## src/rtl/nonce_dispatch_pkg.sv

```systemverilog
// ============================================================================
// Module   : nonce_dispatch_pkg
// Purpose  : Shared types and helpers for the nonce dispatcher.
//            - nd_state_e : dispatcher FSM state encoding
//            - chunk_size : number of nonces in one chunk (2**log2)
// Revision : 1.0 - initial release
// ============================================================================
`default_nettype none

package nonce_dispatch_pkg;

    typedef enum logic [1:0] {
        ST_IDLE     = 2'd0,
        ST_DISPATCH = 2'd1,
        ST_DRAIN    = 2'd2,
        ST_REPORT   = 2'd3
    } nd_state_e;

    function automatic logic [63:0] chunk_size(input int unsigned log2);
        chunk_size = 64'd1 << log2;
    endfunction

endpackage

`default_nettype wire

```

## src/rtl/nonce_dispatcher_rr_pick.sv

```systemverilog
// ============================================================================
// Module   : rr_pick
// Purpose  : Combinational N-way round-robin picker. Grants the first
//            requester at or after i_ptr, wrapping modulo N.
// Ports    : i_req  - request mask (1 = candidate)
//            i_ptr  - round-robin start position
//            o_gnt  - one-hot grant
//            o_idx  - index of the granted requester
//            o_any  - at least one requester was granted
// Revision : 1.0 - initial release
// ============================================================================
`default_nettype none

module rr_pick #(
    parameter int N  = 8,
    parameter int IW = (N > 1) ? $clog2(N) : 1
) (
    input  logic [N-1:0]  i_req,
    input  logic [IW-1:0] i_ptr,
    output logic [N-1:0]  o_gnt,
    output logic [IW-1:0] o_idx,
    output logic          o_any
);

    // (p + k) mod N without relying on N being a power of two
    function automatic logic [IW-1:0] wrap_add(input logic [IW-1:0] p, input int k);
        int s;
        s = int'(p) + k;
        if (s >= N) s = s - N;
        return IW'(s);
    endfunction

    always_comb begin
        o_gnt = '0;
        o_idx = '0;
        o_any = 1'b0;
        // Scan farthest-first so the candidate closest to the pointer wins
        for (int k = N - 1; k >= 0; k--) begin
            if (i_req[wrap_add(i_ptr, k)]) begin
                o_idx = wrap_add(i_ptr, k);
                o_any = 1'b1;
            end
        end
        o_gnt[o_idx] = o_any;
    end

endmodule

`default_nettype wire

```

## src/rtl/nonce_dispatcher.sv

```systemverilog
// ============================================================================
// Module   : nonce_dispatcher
// Purpose  : Splits a job's nonce range into 2**CHUNK_LOG2-sized chunks and
//            issues them round-robin to idle accelerator lanes. The first
//            golden nonce aborts all other busy lanes; once every lane has
//            reported done a single result is presented.
// Ports    : job_*    - job request handshake (start/end inclusive)
//            acc_*    - per-lane start/abort pulses, chunk base/count,
//                       per-lane done/found/found-nonce inputs
//            result_* - result handshake (found flag, nonce, lane)
//            stat_*   - chunk and busy-cycle counters (only when the macro
//                       NONCE_DISPATCH_STATS_EN is defined)
// Revision : 1.0 - initial release
// ============================================================================
`default_nettype none

module nonce_dispatcher
    import nonce_dispatch_pkg::*;
#(
    parameter int NUM_ACCELERATORS = 8,
    parameter int NONCE_WIDTH      = 32,
    parameter int CHUNK_LOG2       = 16
) (
    input  logic                                     clk,
    input  logic                                     rst_n,
    input  logic                                     job_valid,
    output logic                                     job_ready,
    input  logic [NONCE_WIDTH-1:0]                   job_nonce_start,
    input  logic [NONCE_WIDTH-1:0]                   job_nonce_end,
    output logic [NUM_ACCELERATORS-1:0]              acc_start,
    output logic [NONCE_WIDTH-1:0]                   acc_nonce_base,
    output logic [NONCE_WIDTH:0]                     acc_nonce_count,
    output logic [NUM_ACCELERATORS-1:0]              acc_abort,
    input  logic [NUM_ACCELERATORS-1:0]              acc_done,
    input  logic [NUM_ACCELERATORS-1:0]              acc_found,
    input  logic [NUM_ACCELERATORS*NONCE_WIDTH-1:0]  acc_found_nonce,
`ifdef NONCE_DISPATCH_STATS_EN
    output logic [31:0]                              stat_chunks,
    output logic [31:0]                              stat_cycles,
`endif
    output logic                                     result_valid,
    input  logic                                     result_ready,
    output logic                                     result_found,
    output logic [NONCE_WIDTH-1:0]                   result_nonce,
    output logic [$clog2(NUM_ACCELERATORS)-1:0]      result_lane
);

    localparam int NA  = NUM_ACCELERATORS;
    localparam int NW  = NONCE_WIDTH;
    localparam int NW1 = NONCE_WIDTH + 1;
    localparam int IW  = $clog2(NUM_ACCELERATORS);
    localparam logic [NW:0] c_CHUNK = NW1'(chunk_size(CHUNK_LOG2));

    nd_state_e     r_state, w_state_nx;
    logic [NW:0]   r_next;
    logic [NW-1:0] r_end;
    logic [NA-1:0] r_busy;
    logic [IW-1:0] r_ptr;
    logic          r_captured;
    logic [NA-1:0] r_acc_start, r_acc_abort;
    logic [NW-1:0] r_acc_base;
    logic [NW:0]   r_acc_count;
    logic          r_res_valid, r_res_found;
    logic [NW-1:0] r_res_nonce;
    logic [IW-1:0] r_res_lane;

    logic          w_accept, w_have_work, w_capture, w_issue, w_pick_any;
    logic [NW:0]   w_cur_next, w_end_ext, w_remain, w_count;
    logic [NA-1:0] w_done_v, w_found_v, w_busy_left, w_pick_gnt;
    logic [IW-1:0] w_pick_idx, w_finder;

    // The accepting cycle already issues the first chunk straight from the
    // job inputs, so the first start appears one cycle after acceptance.
    assign w_accept    = (r_state == ST_IDLE) && job_valid;
    assign w_cur_next  = w_accept ? {1'b0, job_nonce_start} : r_next;
    assign w_end_ext   = {1'b0, (w_accept ? job_nonce_end : r_end)};
    assign w_have_work = (w_cur_next <= w_end_ext);
    assign w_remain    = w_end_ext - w_cur_next + NW1'(1);
    assign w_count     = (w_remain < c_CHUNK) ? w_remain : c_CHUNK;

    // Done pulses on lanes we never started are ignored
    assign w_done_v    = acc_done & r_busy;
    assign w_found_v   = w_done_v & acc_found;
    assign w_busy_left = r_busy & ~acc_done;
    assign w_capture   = ((r_state == ST_DISPATCH) || (r_state == ST_DRAIN))
                         && !r_captured && (|w_found_v);
    // A lane freed this cycle still reads busy, so it is eligible next cycle
    assign w_issue     = (w_accept || ((r_state == ST_DISPATCH) && !w_capture))
                         && w_have_work && w_pick_any;

    rr_pick #(.N(NA), .IW(IW)) u_pick (
        .i_req (~r_busy),
        .i_ptr (r_ptr),
        .o_gnt (w_pick_gnt),
        .o_idx (w_pick_idx),
        .o_any (w_pick_any)
    );

    // Lowest-indexed finder wins a same-cycle tie
    always_comb begin
        w_finder = '0;
        for (int i = NA - 1; i >= 0; i--) begin
            if (w_found_v[i]) w_finder = IW'(i);
        end
    end

    always_ff @(posedge clk or negedge rst_n) begin
        if (!rst_n) r_state <= ST_IDLE;
        else        r_state <= w_state_nx;
    end

    always_comb begin
        w_state_nx = r_state;
        job_ready  = 1'b0;
        case (r_state)
            ST_IDLE: begin
                job_ready = 1'b1;
                if (job_valid) w_state_nx = ST_DISPATCH;
            end
            ST_DISPATCH: if (w_capture || !w_have_work) w_state_nx = ST_DRAIN;
            ST_DRAIN:    if (w_busy_left == '0)         w_state_nx = ST_REPORT;
            ST_REPORT:   if (result_ready)              w_state_nx = ST_IDLE;
            default:     w_state_nx = ST_IDLE;
        endcase
    end

    always_ff @(posedge clk or negedge rst_n) begin
        if (!rst_n) begin
            r_next      <= '0;
            r_end       <= '0;
            r_busy      <= '0;
            r_ptr       <= '0;
            r_captured  <= 1'b0;
            r_acc_start <= '0;
            r_acc_abort <= '0;
            r_acc_base  <= '0;
            r_acc_count <= '0;
            r_res_valid <= 1'b0;
            r_res_found <= 1'b0;
            r_res_nonce <= '0;
            r_res_lane  <= '0;
        end else begin
            r_acc_start <= '0;
            r_acc_abort <= '0;
            r_busy      <= w_busy_left | (w_issue ? w_pick_gnt : '0);
            r_res_valid <= (w_state_nx == ST_REPORT);
            if (w_accept) begin
                r_end       <= job_nonce_end;
                r_captured  <= 1'b0;
                r_res_found <= 1'b0;
                r_res_nonce <= '0;
                r_res_lane  <= '0;
            end
            if (w_issue) begin
                r_acc_start <= w_pick_gnt;
                r_acc_base  <= w_cur_next[NW-1:0];
                r_acc_count <= w_count;
                // One extra counter bit lets an end of all-ones terminate
                r_next      <= w_cur_next + w_count;
                r_ptr       <= (w_pick_idx == IW'(NA - 1)) ? '0 : w_pick_idx + IW'(1);
            end else if (w_accept) begin
                r_next      <= w_cur_next;
            end
            if (w_capture) begin
                r_captured  <= 1'b1;
                r_res_found <= 1'b1;
                r_res_nonce <= acc_found_nonce[int'(w_finder) * NW +: NW];
                r_res_lane  <= w_finder;
                // Lanes finishing this same cycle need no abort
                r_acc_abort <= w_busy_left;
            end
        end
    end

    assign acc_start       = r_acc_start;
    assign acc_abort       = r_acc_abort;
    assign acc_nonce_base  = r_acc_base;
    assign acc_nonce_count = r_acc_count;
    assign result_valid    = r_res_valid;
    assign result_found    = r_res_found;
    assign result_nonce    = r_res_nonce;
    assign result_lane     = r_res_lane;

`ifdef NONCE_DISPATCH_STATS_EN
    logic [31:0] r_stat_chunks, r_stat_cycles;

    always_ff @(posedge clk or negedge rst_n) begin
        if (!rst_n) begin
            r_stat_chunks <= '0;
            r_stat_cycles <= '0;
        end else if (w_accept) begin
            r_stat_chunks <= w_issue ? 32'd1 : 32'd0;
            r_stat_cycles <= '0;
        end else if ((r_state == ST_DISPATCH) || (r_state == ST_DRAIN)) begin
            if (w_issue && (r_stat_chunks != '1)) r_stat_chunks <= r_stat_chunks + 32'd1;
            if (r_stat_cycles != '1)              r_stat_cycles <= r_stat_cycles + 32'd1;
        end
    end

    assign stat_chunks = r_stat_chunks;
    assign stat_cycles = r_stat_cycles;
`endif

endmodule

`default_nettype wire

```

## config.mk

```make
export PLATFORM = sky130hd
export DESIGN_NAME = nonce_dispatcher
export DESIGN_NICKNAME = d
export VERILOG_FILES = /design/src/rtl/nonce_dispatch_pkg.sv /design/src/rtl/nonce_dispatcher_rr_pick.sv /design/src/rtl/nonce_dispatcher.sv
export SDC_FILE = /design/constraint.sdc
export NUM_CORES = 1
export LEC_CHECK = 0
export BUFFER_PORTS_ARGS = -buffer_cell sky130_fd_sc_hd__buf_2
export CORE_MARGIN = 4
export CORE_UTILIZATION = 33
export CTS_CLUSTER_DIAMETER = 30
export CTS_CLUSTER_SIZE = 16
export DETAILED_ROUTE_END_ITERATION = 8
export GPL_TIMING_DRIVEN = 0
export SYNTH_ARGS = -nofsm -noshare
export SYNTH_HDL_FRONTEND = slang
export SYNTH_SLANG_ARGS = --single-unit
```

## constraint.sdc

```tcl
create_clock -name clk -period 12.45 [get_ports clk]
set_input_delay 1.245 -clock clk [delete_from_list [all_inputs] [get_ports clk]]
set_output_delay 1.245 -clock clk [all_outputs]
set_load 0.005 [all_outputs]
```

==> results.json, run 1 <==
{
  "wire_per_inst_um": 24.16,
  "netlist_area_mm2": 0.01536,
  "min_from": "acc_nonce_count[3]",
  "layout_min_cycle_time_ps": 11620,
  "post-place-cells": 2728,
  "overflow": 0,
  "clock_latency_ps": 510,
  "grt_max_degree": 112,
  "htreeDepth": 4,
  "max-cap-violations": 0,
  "final_cell_mix": "buf_2 (470), nand2_1 (222), dfrtp_1 (196)",
  "crit_path_end_kind": "flip-flop",
  "die_w_um": 223.7,
  "max_slew_margin": 0.1897,
  "final.setup.tns_ps": 0,
  "crit_path_start_kind": "flip-flop",
  "synthFlopType": "dfrtp_1",
  "grt_use_total": 0.2609,
  "ys_top_cells_by_area": "dfrtp_1 (32%), mux4_2 (11%), ha_1 (9.7%)",
  "r2r_start": "r_state[1]",
  "final_antenna_net_count": 0,
  "path_max_fanout": 11,
  "hold_viol_final": 0,
  "yosys.area_share.simple": 0.1617,
  "max_freq_mhz": 86.08,
  "cp.arrival_ps": 11960,
  "dr.pass1.iters": 5,
  "r2r_cells": 39,
  "yosysTopAreaCellShare": 0.3194,
  "final_layout_size_suffix_gt1_frac": 0.2849,
  "skew_ps": 15.71,
  "start_util": 0.3362,
  "area.growth.synth_to_final_pct": 24.78,
  "slowest_delay_ps": 540,
  "p_leak_nw": 9.676,
  "dieArea_mm2": 0.05005,
  "dp_hpwl_um": 55510,
  "drt-total-wl_um": 67110,
  "maxSlewViolCount": 0,
  "remaining_drc_errors": 0,
  "synth_fa_ha_area_frac": 0.1029,
  "r2r_setup_slack_ps": 830,
  "post_cts_buffers": 0,
  "place.port_buffers": 458,
  "synth_cells": 1655,
  "rsz0062_at_grt": "false",
  "ys_seq_area_frac": 0.3194,
  "fin_nets": 2608,
  "async_flop_share": 1.000,
  "required_ps": 12800,
  "grt_pass1_vias": 15230,
  "hold_end": "acc_nonce_count[3]",
  "status": "finished, final reports clean",
  "clockBufferDepth": 2,
  "yosysTopAreaCell": "dfrtp_1",
  "ys_ff_latch": 196,
  "power.density_mw_per_mm2": 335.2,
  "drt_iter0_drc": 1402,
  "setup_viol": 0,
  "synth_cell_type_count": 91,
  "worstMarginPinSlew_ps": 1216,
  "worst-setup-path-type": "flip-flop to flip-flop",
  "clk_transition_reported_paths_ps": 80,
  "crit-reg2reg-capture": "r_next[30]",
  "cts_tree": "yes",
  "antenna_found_initial": 24,
  "hold_class": "flip-flop to flip-flop",
  "nFillCells": 4661,
  "synth_top_family_by_area": "compound AO/OA/AOI/OAI gates",
  "clk_root_buffer_cell": "clkbuf_16",
  "yosysWarnings": 0,
  "synth_xor_area_frac": 0.03186,
  "synth_area_per_cell_um2": 9.279,
  "vias": 15330,
  "vias_per_cell": 5.519,
  "ir_drop_mv": 0.1527,
  "core_area_mm2": 0.04567,
  "place_congestion": 1.018,
  "final_common_cell": "buf_2",
  "synth-edff-count": 0,
  "fin_cells": 2778,
  "fp.dieH_um": 223.7,
  "placementRows": 78,
  "synth_mux_area_frac": 0.1588,
  "cts_buffers": 17,
  "timing.final.crit_share": 0.9331,
  "slowest_stage": "clkdlybuf4s15_2",
  "io-pin-count": 459,
  "numClockSinks": 196,
  "hold-path-cell-count": 2,
  "synth-compound-area-share": 0.1791,
  "grt_first_pass_wirelength_um": 98090
}
-- state kept, by name, indices dropped and copies added (netlist names) --
register and count:
result_nonce 32, r_next 33, acc_start 8, r_state 2
acc_abort 8, result_valid 1, r_ptr 3, acc_nonce_count 33
result_lane 3, acc_nonce_base 32, r_busy 8, result_found 1
r_end 32
-- power by group --
group	internal (mW)	total (mW)	switching, mW	leakage [nW]
clock	0.271	0.575	0.303	0.277
combinational	1.79	4.89	3.10	6.90
sequential	0.857	0.957	0.0995	2.50
-- metal layers --
metal,track usage,part of all wire,up-vias
met5,0.01423,0.0020,-
met3,0.08688,0.10,80
li1,-,-,7037
met1,0.3777,0.45,7511
met4,0.06343,0.019,8
met2,0.3761,0.42,695
-- cell families after synthesis --
kind of cell	count (synthesis)
compound gates	411
other cells	1
fa+ha+maj	125
buf+inv	178
mux	153
flops	196
xor+xnor	55
simple gates	536
-- critical path, delay by kind of cell, from the launching register on --
kind / cells / cell delay (ps)
simple gates: 5 / 1770
xor+xnor: 1 / 120
fa+ha+maj: 5 / 1490
compound gates: 17 / 4300
buf+inv: 10 / 3010
mux: 1 / 300
flops: 1 / 460
-- stage by stage --
step	utilization	instance area (um2)	setup WS, ps	power (mW)	hold slack (ps)
detailed placement	0.4048	18490	-1438	5.717	453.9
CTS	0.4180	19090	212.9	6.340	473.4
global placement	0.4040	18450	-1540	5.663	446.0
finish	0.4196	19160	833.1	6.423	470.2
global route	0.4190	19140	106.7	6.990	492.7
floorplan	-	15410	2475	4.334	462.8
-- worst max-delay path by stage --
stage            endpoint  cells after the start        from
3_5_place_dp   r_next[30]                     39   job_valid
3_3_place_gp   r_next[30]                     39   job_valid
2_1_floorplan  r_next[32]                     39   job_valid
4_1_cts        r_next[30]                     38  r_state[1]
6_report       r_next[30]                     39  r_state[1]
5_1_grt        r_next[30]                     39  r_state[1]
-- layout make-up --
class | instances | area (um2) | share of cell area
multi-input combinational | 1295 | 9824 | 0.5127
sequential | 196 | 4905 | 0.2559
timing repair buffer | 459 | 2330 | 0.1216
tap | 600 | 750.7 | 0.03917
clock buffer | 19 | 442.9 | 0.02311
buffer | 81 | 369.1 | 0.01926
inverter | 96 | 360.3 | 0.01880
clock inverter | 13 | 133.9 | 0.006986
antenna | 19 | 47.55 | 0.002481
-- synth_stat cells, drive strengths merged (5+ instances only) --
master / count
a31oi: 7
a221oi: 7
o211ai: 6
xor2: 13
nand4: 24
a21o: 39
buf: 34
nor3: 30
mux4: 72
nand2b: 20
nand3: 28
o21ai: 104
and2: 27
o21bai: 11
mux2i: 76
a21boi: 5
a211oi: 8
a2111oi: 10
o21a: 12
a22oi: 34
and3: 14
mux2: 5
nand2: 223
o22ai: 12
o31ai: 10
nor2: 118
and4: 5
xnor2: 42
ha: 119
clkbuf: 48
or3: 9
nor2b: 8
a21oi: 106
inv: 92
nor4: 6
dfrtp: 196
-- what timing repair did --
action | 4_1_cts | 5_1_grt
endpoints found under the setup margin | 17 | 9
gates cloned | 0 | 0
resized for setup | 8 | 8
hold buffers | 0 | 0
(Power assumes the default switching activity.)
==> run 2, diff against run 1 <==
- BUFFER_PORTS_ARGS: -buffer_cell sky130_fd_sc_hd__buf_2 -> -buffer_cell sky130_fd_sc_hd__clkbuf_2
- SKIP_CTS_REPAIR_TIMING: unset -> 1
==> run 2 against run 1 <==
  * Combinational power hardly changed
  * Non-clock buffer count increased by 1
  * Clock skew rose by 8.8 ps
  * Die area did not move
  * Final cell count fell by 0.29%
  * Critical path type is now input pin to flip-flop
==> results.json, run 2 (synthesis gave the netlist of run 1 again) <==
{
  "hold_ws_ps": 469.1,
  "cp.arrival_ps": 11980,
  "drt_iter0_drc": 1472,
  "post-place-cells": 2729,
  "antenna_found_initial": 9,
  "die_w_um": 223.7,
  "nFillCells": 4663,
  "clk_transition_reported_paths_ps": 80,
  "clockBufferDepth": 2,
  "setup_viol": 0,
  "core_area_mm2": 0.04567,
  "status": "finished, final reports clean",
  "startpoint": "job_valid",
  "dp_hpwl_um": 56160,
  "r2r_setup_slack_ps": 830,
  "p_leak_nw": 9.704,
  "drt-total-wl_um": 66920,
  "cts_tree": "yes",
  "slowest_stage": "buf_2",
  "final_common_cell": "clkbuf_2",
  "maxSlewViolCount": 0,
  "final.setup.tns_ps": 0,
  "critPathCapture": "r_next[30]",
  "htreeDepth": 4,
  "ir_drop_mv": 0.1404,
  "dieArea_mm2": 0.05005,
  "r2r_cells": 38,
  "placementRows": 78,
  "place_congestion": 0.9831,
  "max_slew_margin": 0.1699,
  "setup_ws_ps": 805.7,
  "slowest_delay_ps": 530,
  "final_cell_mix": "clkbuf_2 (460), nand2_1 (222), dfrtp_1 (196)",
  "final_layout_size_suffix_gt1_frac": 0.2849,
  "hold_viol_final": 0,
  "timing.final.crit_share": 0.9353,
  "fin_cells": 2770,
  "grt_first_pass_wirelength_um": 98460,
  "final_antenna_net_count": 0,
  "crit_path_end_kind": "flip-flop",
  "grt_use_total": 0.2610,
  "fp.dieH_um": 223.7,
  "start_util": 0.3362,
  "required_ps": 12780,
  "crit_path_start_kind": "input pin",
  "vias_per_cell": 5.525,
  "area.growth.synth_to_final_pct": 24.91,
  "numClockSinks": 196,
  "skew_ps": 24.46,
  "layout_min_cycle_time_ps": 11640,
  "wire_per_inst_um": 24.16,
  "power.density_mw_per_mm2": 335.2,
  "remaining_drc_errors": 0,
  "hold_class": "flip-flop to flip-flop",
  "worst-setup-path-type": "input pin to flip-flop",
  "max_freq_mhz": 85.88,
  "max-cap-violations": 0,
  "hold-path-cell-count": 2,
  "grt_max_degree": 72,
  "clk_root_buffer_cell": "clkbuf_16",
  "vias": 15300,
  "clock_latency_ps": 500,
  "crit-reg2reg-capture": "r_next[30]",
  "grt_pass1_vias": 15290,
  "worstMarginPinSlew_ps": 1234,
  "post-place-ws_ps": -1488,
  "cts_buffers": 17,
  "fin_nets": 2609,
  "dr.pass1.iters": 7,
  "place.port_buffers": 458,
  "rsz0062_at_grt": "false",
  "io-pin-count": 459,
  "path_max_fanout": 11,
  "overflow": 0,
  "r2r_start": "r_state[1]"
}
==> run 2: worst max-delay path, delay by kind of cell <==
family	cells	cell delay [ps]
compound gates	16	4150
buf+inv	9	2970
simple gates	7	1940
fa+ha+maj	4	1310
mux	1	290
==> run 2: how the worst min path moves through the flow <==
stage / from / to
after floorplan: acc_nonce_count[13] / acc_nonce_count[13]
after global placement: result_nonce[6] / result_nonce[6]
after detailed placement: acc_nonce_count[14] / acc_nonce_count[14]
after CTS: acc_nonce_count[14] / acc_nonce_count[14]
after global routing: result_nonce[6] / result_nonce[6]
final: acc_nonce_count[14] / acc_nonce_count[14]
==> run 2: routing by layer <==
metal / global-route usage / share of wire / up-vias / routed length [um]
met5: 0 / 0.00031 / - / 21
met4: 0.05011 / 0.013 / 4 / 903
met3: 0.06120 / 0.075 / 59 / 5037
met2: 0.3844 / 0.43 / 571 / 28970
met1: 0.3942 / 0.48 / 7643 / 31990
li1: - / - / 7027 / -
==> run 2: area by class of cell <==
| type | instances | area [um2] | share of cell area |
|---|---|---|---|
| Clock inverter | 13 | 181.4 | 0.009458 |
| Antenna cell | 11 | 27.53 | 0.001435 |
| Timing Repair Buffer | 460 | 2356 | 0.1228 |
| Inverter | 96 | 360.3 | 0.01879 |
| Clock buffer | 18 | 429.2 | 0.02237 |
| Buffer | 81 | 347.8 | 0.01813 |
| Tap cell | 600 | 750.7 | 0.03914 |
| Sequential cell | 196 | 4905 | 0.2557 |
| Multi-Input combinational cell | 1295 | 9824 | 0.5122 |
==> run 2: stage by stage <==
step | power, mW | instance area, um2 | utilization
finish | 6.429 | 19180 | 0.4200
global route | 7.012 | 19150 | 0.4194
CTS | 6.362 | 19130 | 0.4188
detailed placement | 5.722 | 18520 | 0.4054
global placement | 5.655 | 18450 | 0.4040
floorplan | 4.334 | 15410 | -
==> run 2: power breakdown <==
group	switching (mW)	internal (mW)	total, mW
Sequential	0.102	0.858	0.959
Combinational	3.08	1.78	4.87
Clock	0.297	0.306	0.603
Total	3.48	2.95	6.43
